--- src/rtl/if_prefetch_stage_if.sv ---
// Instruction-memory fetch bus: one request at a time, transfer on req && ready.
// The fetch stage drives the request side (master); the memory answers (slave).
interface if_prefetch_stage_if #(
  parameter int WORD_LENGTH = 32
);
  logic                   imem_req;
  logic [WORD_LENGTH-1:0] imem_addr;
  logic                   imem_ready;
  logic [WORD_LENGTH-1:0] imem_rdata;

  modport master (
    output imem_req,
    output imem_addr,
    input  imem_ready,
    input  imem_rdata
  );

  modport slave (
    input  imem_req,
    input  imem_addr,
    output imem_ready,
    output imem_rdata
  );
endinterface

--- src/rtl/if_prefetch_stage.sv ---
// Instruction-fetch stage with a FIFO_DEPTH-entry prefetch queue.
// Issues sequential fetches, queues {fetch address, instruction} pairs and hands
// the head to ID; outputs pc as head address + PC_STEP.  A branch flushes the
// queue; a request already on the bus when the branch arrives is completed and
// its data discarded (DROP state), so only one request is ever outstanding.
// Optional feature macro: IF_PREFETCH_BYPASS_EN -- an empty queue forwards the
// returning word to ID in the same cycle it arrives.
module if_prefetch_stage #(
  parameter int                     WORD_LENGTH = 32,
  parameter int                     FIFO_DEPTH  = 4,
  parameter int                     PC_STEP     = 4,
  parameter logic [WORD_LENGTH-1:0] RESET_PC    = '0
) (
  input  logic                             clk,
  input  logic                             rst,
  input  logic                             freeze,
  input  logic                             branch_taken,
  input  logic [WORD_LENGTH-1:0]           branchAddr,
  if_prefetch_stage_if.master              imem,
  output logic                             valid,
  output logic [WORD_LENGTH-1:0]           pc,
  output logic [WORD_LENGTH-1:0]           instruction,
  output logic [$clog2(FIFO_DEPTH+1)-1:0]  count
);

  localparam int PW = $clog2(FIFO_DEPTH);
  localparam int CW = $clog2(FIFO_DEPTH + 1);
  localparam logic [WORD_LENGTH-1:0] STEP_W = WORD_LENGTH'(PC_STEP);
  localparam logic [CW-1:0]          FULL_C = CW'(FIFO_DEPTH);

  typedef enum logic {FETCH = 1'b0, DROP = 1'b1} state_t;

  state_t                 state_q, state_d;
  logic [WORD_LENGTH-1:0] fetch_pc_q, fetch_pc_d;
  logic [WORD_LENGTH-1:0] redirect_pc_q, redirect_pc_d;
  logic [PW-1:0]          head_q, head_d;
  logic [PW-1:0]          tail_q, tail_d;
  logic [CW-1:0]          count_q, count_d;

  logic [WORD_LENGTH-1:0] pc_mem_q  [FIFO_DEPTH];
  logic [WORD_LENGTH-1:0] ins_mem_q [FIFO_DEPTH];

  logic hs;
  logic q_valid;
  logic byp;
  logic pop;
  logic q_pop;
  logic push;

  // Request depends only on registered state; reset forces it low so a response
  // arriving while reset is held can never be accepted.
  assign imem.imem_req  = rst && ((state_q == DROP) || (count_q < FULL_C));
  assign imem.imem_addr = fetch_pc_q;

  assign hs      = imem.imem_req && imem.imem_ready;
  assign q_valid = (count_q != '0);

`ifdef IF_PREFETCH_BYPASS_EN
  assign byp = (state_q == FETCH) && !q_valid && hs && !branch_taken;
`else
  assign byp = 1'b0;
`endif

  assign valid = q_valid || byp;
  assign pop   = valid && !freeze && !branch_taken;
  assign q_pop = pop && q_valid;
  // A bypassed word that ID consumes immediately never enters the queue.
  assign push  = (state_q == FETCH) && hs && !branch_taken && !(byp && pop);
  assign count = count_q;

  // Head entry to ID; zero when nothing is valid so ID never sees X.
  always_comb begin
    pc          = '0;
    instruction = '0;
    if (q_valid) begin
      pc          = pc_mem_q[head_q] + STEP_W;
      instruction = ins_mem_q[head_q];
    end else if (byp) begin
      pc          = fetch_pc_q + STEP_W;
      instruction = imem.imem_rdata;
    end
  end

  // Next-state: branch has priority over everything, then DROP completion,
  // then normal push/pop traffic.
  always_comb begin
    state_d       = state_q;
    fetch_pc_d    = fetch_pc_q;
    redirect_pc_d = redirect_pc_q;
    head_d        = head_q;
    tail_d        = tail_q;
    count_d       = count_q;
    if (branch_taken) begin
      head_d  = '0;
      tail_d  = '0;
      count_d = '0;
      if (state_q == FETCH) begin
        if (!imem.imem_req || hs) begin
          fetch_pc_d = branchAddr;
        end else begin
          // Address is locked on the bus until the handshake; remember the target.
          redirect_pc_d = branchAddr;
          state_d       = DROP;
        end
      end else begin
        if (hs) begin
          fetch_pc_d = branchAddr;
          state_d    = FETCH;
        end else begin
          redirect_pc_d = branchAddr;
        end
      end
    end else if (state_q == DROP) begin
      if (hs) begin
        fetch_pc_d = redirect_pc_q;
        state_d    = FETCH;
      end
    end else begin
      if (hs) begin
        fetch_pc_d = fetch_pc_q + STEP_W;
      end
      if (push) begin
        tail_d = tail_q + PW'(1);
      end
      if (q_pop) begin
        head_d = head_q + PW'(1);
      end
      count_d = count_q + CW'(push) - CW'(q_pop);
    end
  end

  // Control state and queue pointers.
  always_ff @(posedge clk or negedge rst) begin
    if (!rst) begin
      state_q       <= FETCH;
      fetch_pc_q    <= RESET_PC;
      redirect_pc_q <= '0;
      head_q        <= '0;
      tail_q        <= '0;
      count_q       <= '0;
    end else begin
      state_q       <= state_d;
      fetch_pc_q    <= fetch_pc_d;
      redirect_pc_q <= redirect_pc_d;
      head_q        <= head_d;
      tail_q        <= tail_d;
      count_q       <= count_d;
    end
  end

  // Queue storage; contents are only observed through a valid head, so no reset.
  always_ff @(posedge clk) begin
    if (push) begin
      pc_mem_q[tail_q]  <= fetch_pc_q;
      ins_mem_q[tail_q] <= imem.imem_rdata;
    end
  end

endmodule

--- src/flat_wrapper.sv ---
// flat-port wrapper written by rule: the top's interface ports become plain ports
module if_prefetch_stage_flat 
#(
  parameter int                     WORD_LENGTH = 32,
  parameter int                     FIFO_DEPTH  = 4,
  parameter int                     PC_STEP     = 4,
  parameter logic [WORD_LENGTH-1:0] RESET_PC    = '0
)
  (clk, rst, freeze, branch_taken, branchAddr, valid, pc, instruction, count, imem_imem_req, imem_imem_addr, imem_imem_ready, imem_imem_rdata);
  if_prefetch_stage_if #(.WORD_LENGTH(WORD_LENGTH)) imem_i ();
  input  logic clk;
  input  logic rst;
  input  logic freeze;
  input  logic branch_taken;
  input  logic [WORD_LENGTH-1:0] branchAddr;
  output logic valid;
  output logic [WORD_LENGTH-1:0] pc;
  output logic [WORD_LENGTH-1:0] instruction;
  output logic [$clog2(FIFO_DEPTH+1)-1:0] count;
  output wire logic [$bits(imem_i.imem_req)-1:0] imem_imem_req;
  output wire logic [$bits(imem_i.imem_addr)-1:0] imem_imem_addr;
  input wire logic [$bits(imem_i.imem_ready)-1:0] imem_imem_ready;
  input wire logic [$bits(imem_i.imem_rdata)-1:0] imem_imem_rdata;
  assign imem_imem_req = imem_i.imem_req;
  assign imem_imem_addr = imem_i.imem_addr;
  assign imem_i.imem_ready = imem_imem_ready;
  assign imem_i.imem_rdata = imem_imem_rdata;
  if_prefetch_stage #(.WORD_LENGTH(WORD_LENGTH), .FIFO_DEPTH(FIFO_DEPTH), .PC_STEP(PC_STEP), .RESET_PC(RESET_PC)) u_core (.clk(clk), .rst(rst), .freeze(freeze), .branch_taken(branch_taken), .branchAddr(branchAddr), .imem(imem_i), .valid(valid), .pc(pc), .instruction(instruction), .count(count));
endmodule
--- config.mk ---
export PLATFORM = sky130hd
export DESIGN_NAME = if_prefetch_stage_flat
export DESIGN_NICKNAME = d
export VERILOG_FILES = /design/src/rtl/if_prefetch_stage_if.sv /design/src/rtl/if_prefetch_stage.sv /design/src/flat_wrapper.sv
export SDC_FILE = /design/constraint.sdc
export NUM_CORES = 1
export LEC_CHECK = 0
export ABC_AREA = 1
export CORE_ASPECT_RATIO = 0.8
export CORE_MARGIN = 1.5
export CORE_UTILIZATION = 61
export DETAILED_ROUTE_END_ITERATION = 7
export PLACE_DENSITY = 0.84
export SETUP_SLACK_MARGIN = 0.15
export SLEW_MARGIN = 20
export SYNTH_ARGS = -nofsm -noshare
export SYNTH_HDL_FRONTEND = slang
export SYNTH_SLANG_ARGS = --single-unit
--- constraint.sdc ---
create_clock -name clk -period 7.9 [get_ports clk]
set_input_delay 1.185 -clock clk [delete_from_list [all_inputs] [get_ports clk]]
set_output_delay 1.185 -clock clk [all_outputs]
set_load 0.02 [all_outputs]
Word level (Yosys, flattened, before mapping)
Memories as Yosys holds them, arrays and structs flattened. Cells that the tools add are included.

$add $sub $neg: 6. Order comparisons: 1. Eq/ne operators: 5. Multiplexer cells: 27. Bitwise operators: 1. Reduce and logical (&&, ||, !) cells: 20.

Operators by type and width (count): 2-to-1 mux 32 bit (12); adder 32 x 3 -> 32 bit, second input constant (2); 2-to-1 mux 2 bit (6); logical AND 1 bit (7); 2-to-1 mux 1 bit (7); 2-to-1 mux 3 bit (2); != test 2 bit, second input constant (3); AND reduction 3 bit (2); nonzero test 2 bit (3); adder 2 x 1 -> 2 bit, second input constant (2); AND reduction 2 bit (2); adder 3 x 1 -> 3 bit (1); zero test 1 bit (3); less-than comparator 3 bit, second input constant (1); != test 3 x 1 -> 1 bit, second input constant (1); nonzero test 3 bit (1); subtractor 3 x 1 -> 3 bit (1); logical OR 1 bit (2); != test 2 x 1 -> 1 bit, second input constant (1); NOT 1 bit (1).

Register bits after elaboration: 72. Memory bits (writable): 256. Input port bits: 69. Output and inout bits: 101. Word-level logic and storage cells: 68. Memories: 2.

Memories: u_core.ins_mem_q (words 4, width 32, read ports 1, clocked after memory_dff 0, write ports 1, line if_prefetch_stage.sv:41) `logic [WORD_LENGTH-1:0] ins_mem_q [FIFO_DEPTH];`; u_core.pc_mem_q (words 4, width 32, read ports 1, clocked after memory_dff 0, write ports 1, line if_prefetch_stage.sv:40) `logic [WORD_LENGTH-1:0] pc_mem_q [FIFO_DEPTH];`.

Longest topological paths before layout
Depth after elaboration: 10. Gate-level depth with buffers: 17. Mapped depth without buffers: 15.

Worst setup path after synthesis
No wires, ideal clock.

Path type: input-to-reg. Start: input port branch_taken. End: memory u_core.ins_mem_q[0][0] (enable). Library setup time: 0.486 ns. Arrival time: 4.802 ns. Data required time: 7.414 ns. Slack: 2.612 ns. Cell stages on the path: 6. Path buffers: 1. Cell sequence: clkbuf_1 -> nor2_1 -> inv_1 -> nor2_1 -> inv_1 -> nor2_1.

Longest elaborated chain between the ends: 4.

RTL lines: from (decl) (line flat_wrapper.sv:14) `input logic branch_taken;`; zero test 1 bit (line if_prefetch_stage.sv:68) `assign push = (state_q == FETCH) && hs && !branch_taken && !(byp && pop);`; logical AND 1 bit (line if_prefetch_stage.sv:68); 2-to-1 mux 1 bit (line if_prefetch_stage.sv:153) `if (push) begin`; 2-to-1 mux 1 bit (implied by the code) (line if_prefetch_stage.sv:155) `ins_mem_q[tail_q] <= imem.imem_rdata;`; to (decl) (line if_prefetch_stage.sv:41).

Every way passes these cells.

Final worst setup path
Start: register u_core.head_q[0]. End: output port pc[27].

Longest elaborated chain between the ends: 3.

RTL lines: from (decl) (line if_prefetch_stage.sv:36) `logic [PW-1:0] head_q, head_d;`; from (signal assigned) (line if_prefetch_stage.sv:138) `head_q <= '0;`; from (signal assigned) (line if_prefetch_stage.sv:145) `head_q <= head_d;`; memory (4 x 32 bit); adder 32 x 3 -> 32 bit (line if_prefetch_stage.sv:76) `pc = pc_mem_q[head_q] + STEP_W;`; 2-to-1 mux 32 bit (line if_prefetch_stage.sv:75) `if (q_valid) begin`; to (decl) (line flat_wrapper.sv:17) `output logic [WORD_LENGTH-1:0] pc;`.

Every way passes these cells.

==> results.sh <==
export IMPL_post_cts_buffers=0
export IMPL_start_util_pct=61.9
export IMPL_cap_violations=0
export IMPL_setup_worst_path_end_class="output port"
export IMPL_grt_pass1_wl_um=62900
export IMPL_synthesis_area_um2=15600
export IMPL_io_pins=170
export IMPL_std_cell_rows=52
export IMPL_die_w_um=182
export IMPL_core_area_um2=25200
export IMPL_htreeDepth=1
export IMPL_slew_headroom_pct=30.2
export IMPL_setup_tns_final_ps=0
export IMPL_yosys_area_share_simple_pct=23.6
export IMPL_fin_util_pct=73.2
export IMPL_critical_path_max_fanout=134
export IMPL_grt_max_degree=135
export IMPL_synth_compound_area_share_pct=8.32
export IMPL_yosysSeqAreaShare_pct=60.9
export IMPL_critical_path_class="flip-flop to output port"
export IMPL_vias_per_cell=5.88
export IMPL_hpwl_um=26000
export IMPL_die_height_um=146
export IMPL_yosysWarnings=0
export IMPL_final_setup_viol_count=0
export IMPL_cts_tree="built"
export IMPL_synth_xor_area_share_pct=0.787
export IMPL_grt_usage_pct=30.2
export IMPL_wl_um=40500
export IMPL_cts_sinks=328
export IMPL_tightest_slew_ps=1050
export IMPL_io_buffers=169
export IMPL_drive_gt1_share_pct=6.13
export IMPL_async_flop_share_pct=22.0
export IMPL_skew_ps=13.8
export IMPL_synth_top_area_share_pct=49.3
export IMPL_worst_ep_required_time_ps=6710
export IMPL_place_area_um2=17400
export IMPL_cts_root_buf="clkbuf_16"
export IMPL_drt_antenna_violating_nets=0
export IMPL_drt_iter0_drc=1584
export IMPL_synthMuxAreaShare_pct=0.939
export IMPL_fin_crit_sh_pct=69.9
export IMPL_syn_instance_count=1664
export IMPL_dieArea_um2=26500
export IMPL_diodes=0
export IMPL_min_from="u_core.redirect_pc_q[1]"
export IMPL_synth_fa_ha_area_share_pct=0.770
export IMPL_area_growth_pct=18.2
export IMPL_avgRoutedWirePerCell_um=18.8
export IMPL_antenna_found_initial=0
export IMPL_cellLeakagePower_uw=0.00713
export IMPL_hold_slack_ps=479
export IMPL_grt_ovfl_total=0
export IMPL_hold_buffers=0
export IMPL_ys_seq_elements=328
export IMPL_power_density_nw_per_um2=321
export IMPL_gp_congestion=0.962
export IMPL_yosysUniqueCellTypes=41
export IMPL_path_clk_slew_ps=60
export IMPL_cts_buffers=30
export IMPL_via_count=12641
export IMPL_critPathLaunchType="flip-flop"
export IMPL_drc_errors=0
export IMPL_ir_drop_v=0.000188
export IMPL_cp_startpoint="u_core.head_q[0]"
export IMPL_synthesis_nets=1742
export IMPL_synthTopCellsByArea="edfxtp_1 49%, nand2_1 12%, dfrtp_1 12%, nor2_1 6.8%, o21ai_0 4.0%"
export IMPL_min_period_ps=5520
export IMPL_cp_arrival_ps=4340
export IMPL_rsz0062_at_grt="false"
export IMPL_hold_path_class="flip-flop to flip-flop"
export IMPL_synth_largest_area_cell="edfxtp_1"
export IMPL_first_global_vias=11893
export IMPL_cts_path_max_buffers=3
export IMPL_drtPass1Iterations=6
export IMPL_avgSynthCellArea_um2=9.37
export IMPL_slew_viol_final=0
export IMPL_outcome="completed"
export IMPL_fmax_mhz=181
export IMPL_fin_nets=1882
export IMPL_cts_resized_gates=0
export IMPL_finalInstanceArea_um2=18400
export IMPL_synthFlopType="edfxtp_1"
export IMPL_hold_viol=0
export IMPL_clock_latency_ps=550
export IMPL_synth_top_family_by_area="simple AND/OR/NAND/NOR gates"
export IMPL_synth_edf_count=256
-- synthesized netlist by cell type (all sizes together), types with 12 or more instances --
library cell	n
inv	76
mux2	13
a221oi	16
nand2	497
buf	46
o21ai	125
nand3	87
clkbuf	30
a21oi	74
nor2	301
dfrtp	72
nand4	14
xor2	12
edfxtp	256
-- worst max-delay path: stages (launching register included) --
cell	delay (ps)
dfrtp_4	750
inv_6	750
nand2_1	230
nand2_1	160
nand2_1	60
nand2_1	170
nand2_1	100
nor2_1	200
nand2_1	120
nor2_1	160
nand2_1	80
nand2_1	70
nand2_1	50
nor2_1	100
clkdlybuf4s50_1	650
-- final timing paths --
path / end / slack (ps) / cells past startpoint
min in group asynchronous: u_core.imem.imem_addr[22] / 580 / 1
hold reg to reg: u_core.redirect_pc_q[1] / 480 / 2
setup reg to reg: u_core.pc_mem_q[3][12] / 4500 / 7
setup / recovery: pc[27] / 2380 / 14
hold / removal: u_core.redirect_pc_q[1] / 480 / 2
max in group asynchronous: u_core.head_q[0] / 6190 / 2
-- routing by layer --
metal	GRT usage, %	wire length [µm]	vias to the layer above
li1	-	-	5873
met1	44.4	16600	5915
met2	46.8	18500	775
met3	5.98	4470	78
met4	7.83	826	0
met5	0	0	-
-- cell type report --
type,instances,area [µm²]
clock buffers,39,806
inverters,76,290
multi-input cells,1184,5410
clock inverters,16,208
well taps,324,405
fillers,1740,6750
repair buffers,184,1820
flip-flops and latches,328,9490
-- power by group --
group	switching, µW	leakage, µW	internal [µW]
combinational	1170	0.00348	744
clock	616	0.000487	881
sequential	354	0.00317	2150
-- flip-flops by register name, summed over array words and instances, names as in the netlist, named ones only --
signal	flops
u_core.count	3
u_core.head_q	2
u_core.imem.imem_addr	32
u_core.ins_mem_q	128
u_core.pc_mem_q	128
u_core.redirect_pc_q	32
u_core.tail_q	2
-- logic make-up after synthesis --
group | after synthesis
AOI/OAI and AO/OA | 236
DFF | 328
and+or+nand+nor | 912
buffers and inverters | 152
adders and majority gates | 9
muxes | 13
xor gates and xnor gates | 14
-- through the flow --
stage	power [µW]	setup WS, ps	std cells
detailed placement	4390	2570	2095
global placement	4330	2660	2095
CTS	5880	2460	2150
finish	5910	2380	2151
floorplan	3490	2610	1664
global route	6160	2120	2151
-- placed cells by master, fill, tap and decap left out, drive strengths merged, types with 3 or more instances in the layout --
cell type	instances
nand2	497
nor2	301
edfxtp	256
clkdlybuf4s50	168
o21ai	125
nand3	87
inv	77
a21oi	74
dfrtp	72
clkbuf	39
a221oi	16
buf	16
nand4	14
mux2	13
xor2	12
nor3	10
ha	8
clkinv	8
a22oi	6
bufinv	5
o22ai	4
o21bai	3
(Power assumes the default switching activity.)
